## src/rtl/seq_chunk_adder.sv

```systemverilog
// seq_chunk_adder: multi-cycle adder/subtractor that processes CHUNK bits per
// clock, least-significant chunk first, with the carry registered between
// chunks. The critical path is a single CHUNK-bit ripple, independent of WIDTH.
//
// Ports:
//   clk    - clock, rising edge
//   reset  - asynchronous active-high reset, aborts any operation
//   start  - request an operation; accepted only in IDLE or DONE
//   sub    - 0: a + b + cin, 1: a - b (cin ignored)
//   a, b   - WIDTH-bit operands, captured on the accepted start edge
//   cin    - carry-in for add mode, captured on the accepted start edge
//   busy   - high while chunks are being processed
//   done   - one-cycle pulse when sum/cout/ovf are valid
//   sum    - WIDTH-bit result (modulo 2^WIDTH)
//   cout   - carry out of the MSB (sub mode: 1 = no borrow)
//   ovf    - two's-complement overflow
module seq_chunk_adder #(
  parameter int WIDTH = 16,
  parameter int CHUNK = 4
) (
  input  logic             clk,
  input  logic             reset,
  input  logic             start,
  input  logic             sub,
  input  logic [WIDTH-1:0] a,
  input  logic [WIDTH-1:0] b,
  input  logic             cin,
  output logic             busy,
  output logic             done,
  output logic [WIDTH-1:0] sum,
  output logic             cout,
  output logic             ovf
);

  localparam int N  = WIDTH / CHUNK;
  localparam int KW = (N > 1) ? $clog2(N) : 1;

  typedef enum logic [1:0] {
    IDLE,
    RUN,
    DONE
  } state_t;

  state_t           state_q;
  logic [WIDTH-1:0] a_q;
  logic [WIDTH-1:0] b_q;
  logic             carry_q;
  logic [KW-1:0]    k_q;
  logic             busy_q;
  logic             done_q;
  logic [WIDTH-1:0] sum_q;
  logic             cout_q;
  logic             ovf_q;

  logic [CHUNK:0]   chunk_d;
  logic             msb_cin_d;
  logic             last_d;
  logic             accept_d;

  // Operand registers are shifted right each RUN cycle, so the current chunk
  // always sits in the low CHUNK bits and no variable-index mux is needed on
  // the operand side.
  always_comb begin
    chunk_d   = {1'b0, a_q[CHUNK-1:0]} + {1'b0, b_q[CHUNK-1:0]}
              + {{CHUNK{1'b0}}, carry_q};
    // Sum bit = a ^ b ^ carry_in, so the carry into the chunk's top bit is
    // recovered from the sum bit and the two operand bits.
    msb_cin_d = chunk_d[CHUNK-1] ^ a_q[CHUNK-1] ^ b_q[CHUNK-1];
    last_d    = (k_q == KW'(N - 1));
    accept_d  = start && ((state_q == IDLE) || (state_q == DONE));
  end

  always_ff @(posedge clk or posedge reset) begin
    if (reset) begin
      state_q <= IDLE;
      a_q     <= '0;
      b_q     <= '0;
      carry_q <= 1'b0;
      k_q     <= '0;
      busy_q  <= 1'b0;
      done_q  <= 1'b0;
      sum_q   <= '0;
      cout_q  <= 1'b0;
      ovf_q   <= 1'b0;
    end else begin
      case (state_q)
        RUN: begin
          sum_q[k_q*CHUNK +: CHUNK] <= chunk_d[CHUNK-1:0];
          carry_q <= chunk_d[CHUNK];
          a_q     <= a_q >> CHUNK;
          b_q     <= b_q >> CHUNK;
          k_q     <= k_q + KW'(1);
          if (last_d) begin
            cout_q  <= chunk_d[CHUNK];
            ovf_q   <= msb_cin_d ^ chunk_d[CHUNK];
            k_q     <= '0;
            busy_q  <= 1'b0;
            done_q  <= 1'b1;
            state_q <= DONE;
          end
        end
        default: begin
          done_q <= 1'b0;
          if (accept_d) begin
            a_q     <= a;
            b_q     <= sub ? ~b : b;
            carry_q <= sub ? 1'b1 : cin;
            k_q     <= '0;
            busy_q  <= 1'b1;
            state_q <= RUN;
          end else begin
            state_q <= IDLE;
          end
        end
      endcase
    end
  end

  assign busy = busy_q;
  assign done = done_q;
  assign sum  = sum_q;
  assign cout = cout_q;
  assign ovf  = ovf_q;

endmodule

```

## config.mk

```make
export PLATFORM = sky130hd
export DESIGN_NAME = seq_chunk_adder
export DESIGN_NICKNAME = d
export VERILOG_FILES = /design/src/rtl/seq_chunk_adder.sv
export SDC_FILE = /design/constraint.sdc
export NUM_CORES = 1
export LEC_CHECK = 0
export ABC_AREA = 1
export CORE_MARGIN = 8
export CORE_UTILIZATION = 35
export CTS_CLUSTER_SIZE = 40
export DETAILED_ROUTE_END_ITERATION = 8
export DONT_BUFFER_PORTS = 1
export GPL_TIMING_DRIVEN = 0
export MAX_ROUTING_LAYER = met4
export PLACE_DENSITY = 0.53
export SLEW_MARGIN = 10
export SYNTH_ARGS = -nofsm -noshare
export SYNTH_HDL_FRONTEND = slang
export SYNTH_SLANG_ARGS = --single-unit
export TNS_END_PERCENT = 20
```

## constraint.sdc

```tcl
create_clock -name clk -period 5.2 [get_ports clk]
set_input_delay 1.04 -clock clk [delete_from_list [all_inputs] [get_ports clk]]
set_output_delay 1.04 -clock clk [all_outputs]
set_load 0.02 [all_outputs]
```

### Word-level counts from Yosys, hierarchy flattened

Cells that the tools add are included.

| word-level totals | value |
|---|---|
| output and inout port bits | 20 |
| register bits after elaboration | 57 |
| input bits | 37 |
| logic and storage cells | 50 |

| operators by class | value |
|---|---|
| muxes and demuxes | 20 |
| add/sub/neg operators | 4 |
| bitwise operators | 4 |
| shift operators | 2 |
| eq/ne operators | 4 |
| reduce and logical (&&, ||, !) cells | 6 |

Operator list:

| cell | count |
|---|---|
| $mux 16 | 5 |
| $neg 4->34 | 1 |
| $shift 4x34->16 const A | 1 |
| $shiftx 4x34->16 | 1 |
| $bwmux 16 | 1 |
| $not 16->16 | 1 |
| $mux 2 | 5 |
| $mux 1 | 9 |
| $add 4x4->5 | 1 |
| $add 5x1->5 | 1 |
| $eq 2x2->1 const B | 2 |
| $reduce_and 2->1 | 2 |
| $xor 1x1->1 | 3 |
| $add 2x1->2 const B | 1 |
| $eq 2x1->1 const B | 1 |
| $logic_not 2->1 | 1 |
| $ne 2x2->1 const B | 1 |
| $reduce_bool 2->1 | 1 |
| $logic_and 1x1->1 | 1 |
| $logic_or 1x1->1 | 1 |

### Longest topological paths before layout

Gate-level depths: netlist (run 1).

| logic depth | value |
|---|---|
| depth after elaboration | 5 |
| depth in mapped cells | 9 |
| gate-level depth less buffers | 9 |

### Worst setup path before layout (run 1)

No wires, ideal clock.

| timing path | value |
|---|---|
| kind | in2reg |
| start | input port start |
| end | register b_q[0] |
| path buffers | 2 |
| setup slack | 3300 ps |
| stages on the path | 8 |
| arrival time | 1771 ps |
| data required time | 5070 ps |
| setup time | 130 ps |
| cell sequence | inv_1 -> or2_1 -> buf_6 -> nand2_4 -> inv_2 -> buf_6 -> nand2_1 -> o221ai_2 |

| between the ends | value |
|---|---|
| word-level cells in the longest chain between the ends | 2 |

Ends and longest elaborated chain:

| element | line | source |
|---|---|---|
| start: declaration | 23 | `input logic start,` |
| $logic_and 1x1->1 | 70 | `accept_d = start && ((state_q == IDLE) \|\| (state_q == DONE));` |
| $reduce_bool 2->1 (no source line) | -- |  |
| end signal: assignment | 91 | `b_q <= b_q >> CHUNK;` |
| end signal: assignment | 106 | `b_q <= sub ? ~b : b;` |
| end: declaration | 46 | `logic [WIDTH-1:0] b_q;` |

Every way passes these cells.
A chain may end at the register's enable or synchronous reset.

### Worst setup path after layout (run 1)

| timing path | value |
|---|---|
| start | register a_q[0] |
| end | register sum_q[6], in the netlist sum[6] |

| between the ends | value |
|---|---|
| word-level cells in the longest chain between the ends | 4 |

Ends and longest elaborated chain:

| element | line | source |
|---|---|---|
| start: declaration | 45 | `logic [WIDTH-1:0] a_q;` |
| start signal: assignment | 90 | `a_q <= a_q >> CHUNK;` |
| $add 4x4->5 | 64 | `chunk_d = {1'b0, a_q[CHUNK-1:0]} + {1'b0, b_q[CHUNK-1:0]}` |
| $add 5x1->5 | 65 | `+ {{CHUNK{1'b0}}, carry_q};` |
| $shiftx 4x34->16 | 88 | `sum_q[k_q*CHUNK +: CHUNK] <= chunk_d[CHUNK-1:0];` |
| $bwmux 16 | 88 |  |
| end signal: indexed assignment | 88 |  |
| end: declaration | 51 | `logic [WIDTH-1:0] sum_q;` |

Every way passes these cells.

==> results of run 1 <==
[where the power goes]
| part | internal, µW | switching [µW] | total (µW) |
|---|---|---|---|
| logic | 320 | 560 | 880 |
| registers | 609 | 169 | 779 |
| clock network | 96.8 | 146 | 243 |
[layer usage]
metal	GRT usage [%]	wire [µm]	vias to the layer above
met2	19.20	2960	47
met3	3.654	404	8
met1	16.03	3155	980
met4	3.364	72	0
li1	-	-	1007
met5	-	0	-
[registers in the layout (all words and copies together) (netlist names)]
| signal | cells |
|---|---|
| sum | 16 |
| carry_q | 1 |
| cout | 1 |
| ovf | 1 |
| state_q | 2 |
| b_q | 16 |
| busy | 1 |
| k_q | 2 |
| a_q | 16 |
[metrics by stage]
stage	std cells	utilization, %	worst slack (ns)	area [µm²]	hold WS [ns]
2_1_floorplan	299	-	2.789	2795	0.4594
3_3_place_gp	401	37.82	2.065	2923	0.4778
3_5_place_dp	402	38.08	3.184	2943	0.4825
4_1_cts	410	39.18	3.178	3028	0.5092
5_1_grt	411	39.22	3.068	3030	0.5392
6_report	411	39.22	3.202	3030	0.5061
[cells by family (layout without fill, tap and decap cells)]
group,count (synthesis),after routing,synth area share (%)
flip-flops,56,56,50.13
XOR/XNOR,17,17,5.327
adder cells (fa/ha/maj),11,11,5.461
AND/OR/NAND/NOR,97,97,14.19
buffers and inverters,58,67,9.355
other,0,1,0
AO/OA/AOI/OAI,60,60,15.53
[worst paths after layout]
| check | from | endpoint | slack, ns | cells after the start |
|---|---|---|---|---|
| max in group asynchronous | reset | a_q[3] | 4.04 | 2 |
| min in group asynchronous | reset | sum[10] | 0.60 | 1 |
| setup / recovery | a_q[0] | sum[6] | 3.20 | 6 |
| hold reg to reg | b_q[10] | b_q[10] | 0.51 | 2 |
| setup reg to reg | a_q[0] | sum[6] | 3.20 | 6 |
| hold / removal | b_q[10] | b_q[10] | 0.51 | 2 |
[final cells by class]
| cell class | count | share of cell area [%] |
|---|---|---|
| sequential | 56 | 46.24 |
| multi-input combinational | 185 | 37.37 |
| tap | 102 | 4.211 |
| timing repair buffer | 1 | 0.6606 |
| inverter | 46 | 5.698 |
| clock buffer | 7 | 2.519 |
| buffer | 12 | 2.931 |
| clock inverter | 1 | 0.2890 |
| antenna | 1 | 0.08258 |
[layout by cell type (no fill, tap or decap), drive strengths merged, types with 9 or more instances in the layout]
| cell type | instances |
|---|---|
| ha | 9 |
| inv | 46 |
| buf | 11 |
| nand2 | 74 |
| nand3 | 15 |
| o221ai | 20 |
| clkbuf | 9 |
| xnor2 | 17 |
| dfrtp | 56 |
| o21ai | 25 |
[worst register-to-register path: stages, from the launching register on]
cell,delay [ns]
dfrtp_1,0.41
fa_1,0.47
fa_1,0.42
xnor2_1,0.34
nor2_1,0.08
nand2_1,0.09
o21ai_0,0.08
==> metrics.cfg, run 1 <==
[yosys]
syn_nets = 347
yosys_warnings = 0
ys_ff_latch = 56
yosys.cell_count.top_type = nand2_1
synth_flop_cell = dfrtp_1
ys_async_sr_fraction_pct = 100.0
syn_area_um2 = 2795
yosys.area.top_type = dfrtp_1
ys_top_cells_by_area = dfrtp_1, nand2_1, inv_1
synth.yosys.seq_area_share_pct = 50.13
syn-instance-count = 299
synthDominantCellAreaShare_pct = 50.13
synth_edf_count = 0
synth_common_cells = nand2_1, dfrtp_1, inv_1
syn_avg_cell_area_um2 = 9.348
ys_types = 26

[detailed_routing]
drc = 0
wirelength_mm = 6.592
ant_nets = 0
vias_per_cell = 4.968
routed-via-count = 2042
dr.pass1.iters = 4
wl_per_cell_um = 16.04
drt_iter0_drc = 85

[sta]
setup_violations = 0
finalSetupTns_ns = 0
slew_violations = 0
fmax_mhz = 500.4
max_slew_margin_pct = 69.11
fin_skew_ns = 0.01887
hold_violations = 0
timing.final.crit_share_pct = 38.43
max_slew.worst_pin.slew_ns = 0.4627
layout_min_cycle_time_ns = 1.998
rsz0062_at_grt = no

[power_and_ir_drop]
power_uw = 1902
p_per_area_nw_per_um2 = 627.6
p_leak_uw = 0.001405
ir_drop_v = 0.0001727

[outcome]
outcome = finished, final reports clean

[global_route]
grt_pass1_vias = 2154
grt_overflow = 0
grt_max_degree = 37
grt_pass1_wl_mm = 11.04
grt_antenna_before_repair = 1
grtUsageTotal_pct = 12.62

[worst_setup_path]
path_class = flop to flop
crit_chain = fa_1 -> fa_1 -> xnor2_1 -> nor2_1 -> nand2_1 -> o21ai_0
cp_slowest_cell = fa_1
required_ns = 5.41
worstPathArrival_ns = 2.21
crit_path_start_kind = flop
cp_slowest_stage_delay_ns = 0.47
crit_family = adder cells
endpoint_kind = flop
path_common_cell = fa_1
cp_max_fo = 3
cp.buffers_inverters = 0

[die]
core_region_area_um2 = 7727
io_pins = 57
die-height_um = 105.4
rows = 32
dieArea_um2 = 11100
start_util_pct = 36.17
dieWidth_um = 105.4

[clocking]
cts-htree-levels = 2
clock_latency_ns = 0.32
root_buffer = clkbuf_8
cts_resized = 0
cts_hold_buf = 0
clock-sinks = 56
clk_pin_slew_worst_paths_ns = 0.11
cts_buffer_depth = 2
tritoncts = built
cts_made_buffers = 5
postCtsSetupRepairBufs = 0

[cells_and_area]
drive_above_1_share_pct = 9.091
nets = 355
multi_input_area_um2 = 1132
regArea_um2 = 1401
fill_cells = 785
area_growth_pct = 8.416

[run]
drv_cap = 0

[min_path]
hp-class = flop to flop

[place]
portBuffers = 0
post-dp-hpwl_mm = 4.961
place_congestion = 0.7498

Note: power is estimated with default switching activity, not from simulation.
==> run 2, diff against run 1 <==
--- a/config.mk
+++ b/config.mk
@@ -13,7 +13,7 @@
 export DONT_BUFFER_PORTS = 1
 export GPL_TIMING_DRIVEN = 0
 export MAX_ROUTING_LAYER = met4
-export PLACE_DENSITY = 0.53
+export PLACE_DENSITY = 0.55
 export SLEW_MARGIN = 10
 export SYNTH_ARGS = -nofsm -noshare
 export SYNTH_HDL_FRONTEND = slang
==> constraint.sdc (replaced) <==
create_clock -name clk -period 1.7 [get_ports clk]
set_input_delay 0.34 -clock clk [delete_from_list [all_inputs] [get_ports clk]]
set_output_delay 0.34 -clock clk [all_outputs]
set_load 0.02 [all_outputs]
==> metrics.cfg, run 2 (synthesis results as in run 1) <==
[outcome]
outcome = finished, violations left
violations = setup timing

[global_route]
grt_pass1_wl_mm = 11.16  ; +1.1%
grt_max_degree = 57  ; +54%
grt_overflow = 0  ; unchanged
grtUsageTotal_pct = 12.83  ; +0.21 points
grt_pass1_vias = 2213  ; +2.7%
grt_antenna_before_repair = 1  ; unchanged

[sta]
max_slew_margin_pct = 65.80  ; -3.3 points
setup_violations = 10  ; +10
timing.final.crit_share_pct = 108.5  ; +70 points
setup_ws_ns = -0.1442  ; -3.346 ns
finalSetupTns_ns = -0.6550  ; -0.6550 ns
fin_skew_ns = 0.01220  ; -0.006670 ns
fmax_mhz = 542.2  ; +8.3%
layout_min_cycle_time_ns = 1.844  ; -0.1540 ns
slew_violations = 0  ; unchanged
rsz0062_at_grt = yes
max_slew.worst_pin.slew_ns = 0.5119  ; +0.04922 ns
hold_violations = 0  ; unchanged
whs_ns = 0.1462  ; -0.3599 ns

[power_and_ir_drop]
ir_drop_v = 0.0008122  ; +370%
p_per_area_nw_per_um2 = 1972  ; +210%
p_leak_uw = 0.001428  ; +1.6%

[place]
portBuffers = 0  ; unchanged
post-dp-hpwl_mm = 4.866  ; -1.9%
place_congestion = 0.7526  ; +0.37%

[clocking]
clk_pin_slew_worst_paths_ns = 0.11  ; about the same
root_buffer = clkbuf_8
cts-htree-levels = 2  ; unchanged
tritoncts = built
clock_latency_ns = 0.31  ; about the same
clock-sinks = 56  ; unchanged
cts_buffer_depth = 2  ; unchanged
cts_made_buffers = 5  ; unchanged

[detailed_routing]
vias_per_cell = 5.015  ; +0.93%
routed-via-count = 2071  ; +1.4%
ant_nets = 0  ; unchanged
wirelength_mm = 6.637  ; +0.68%
dr.pass1.iters = 4  ; unchanged
wl_per_cell_um = 16.07  ; +0.20%
drt_iter0_drc = 57  ; -33%
drc = 0  ; unchanged

[worst_setup_path]
crit_path_start_kind = flop
required_ns = 1.90  ; -3.51 ns
worstPathArrival_ns = 2.04  ; -0.17 ns
endpoint_kind = flop
cp_max_fo = 3  ; unchanged
reg2reg_setup_slack_ns = -0.14  ; -3.35 ns
path_class = flop to flop

[cells_and_area]
area_growth_pct = 12.31
drive_above_1_share_pct = 16.45  ; +7.4 points
post-route-util_pct = 40.63  ; +1.4 points
final_common_cell = nand2_1
layout_common_cells = nand2_1, dfrtp_1, inv_1, o21ai_0, xnor2_1
nets = 357  ; +0.56%
fill_cells = 785  ; unchanged

[die]
die-height_um = 105.4  ; unchanged
dieArea_um2 = 11100  ; unchanged
dieWidth_um = 105.4  ; unchanged
io_pins = 57  ; unchanged
core_region_area_um2 = 7727  ; unchanged
start_util_pct = 36.17  ; unchanged
rows = 32  ; unchanged

[run]
drv_cap = 0  ; unchanged

[min_path]
hp-class = input pin to flop

==> run 2: metal layers <==
metal,track usage [%],share of wire (%),vias up
li1,-,-,1000
met1,16.10,47,1007
met2,19.33,45,58
met3,3.959,6.8,6
met4,3.976,1.1,0
met5,-,0,-
==> run 2: worst paths after layout <==
check / end / startpoint / cells past startpoint
max in group asynchronous: a_q[1] / reset / 3
worst max-delay path: ovf / carry_q / 8
worst min-delay path: a_q[4] / a[4] / 2
worst max register to register: ovf / carry_q / 8
min in group asynchronous: sum[0] / reset / 2
worst min register to register: b_q[4] / b_q[8] / 2
==> run 2: metrics by stage <==
step | cells | setup slack, ns | total power [µW] | instance area, µm²
finish | 413 | -0.1442 | 6191 | 3139
global route | 413 | -0.2284 | 6764 | 3139
CTS | 408 | -0.1042 | 6054 | 3049
detailed placement | 401 | -0.1653 | 5167 | 2932
global placement | 401 | -0.1652 | 5101 | 2932
floorplan | 299 | 0.02050 | 4407 | 2804
==> run 2: layout make-up <==
class	instances	area (µm²)	area share, %
diodes	1	2.502	0.07971
clock buffers	6	82.58	2.631
plain buffers	11	85.08	2.710
clock inverters	2	13.76	0.4384
well taps	102	127.6	4.065
inverters	46	176.4	5.620
flip-flops and latches	56	1403	44.68
multi-input cells	185	1204	38.34
repair buffers	4	45.04	1.435
==> run 2: what timing repair did <==
item                       in CTS  in global routing
hold buffers                    0                  1
pin swaps                       5                  9
hold endpoints to repair        0                 22
buffers inserted                0                  2
gates resized for setup        10                 12
setup endpoints to repair      19                 15
==> run 2: worst max-delay path: stages (launching register included) <==
cell and delay (ns):
dfrtp_1 0.42, fa_2 0.42, fa_2 0.42, nand3_4 0.12, nand3_1 0.10, nand2_2 0.10, nand2_2 0.05, nand3_2 0.06
nand2_1 0.05
==> run 2: power by group <==
group          total (µW)  internal [µW]  switching [µW]  leakage [µW]
logic                3000           1140            1850      0.000652
registers            2410           1870             548      0.000725
clock network         779            335             444     0.0000516
total                6190           3340            2850       0.00143
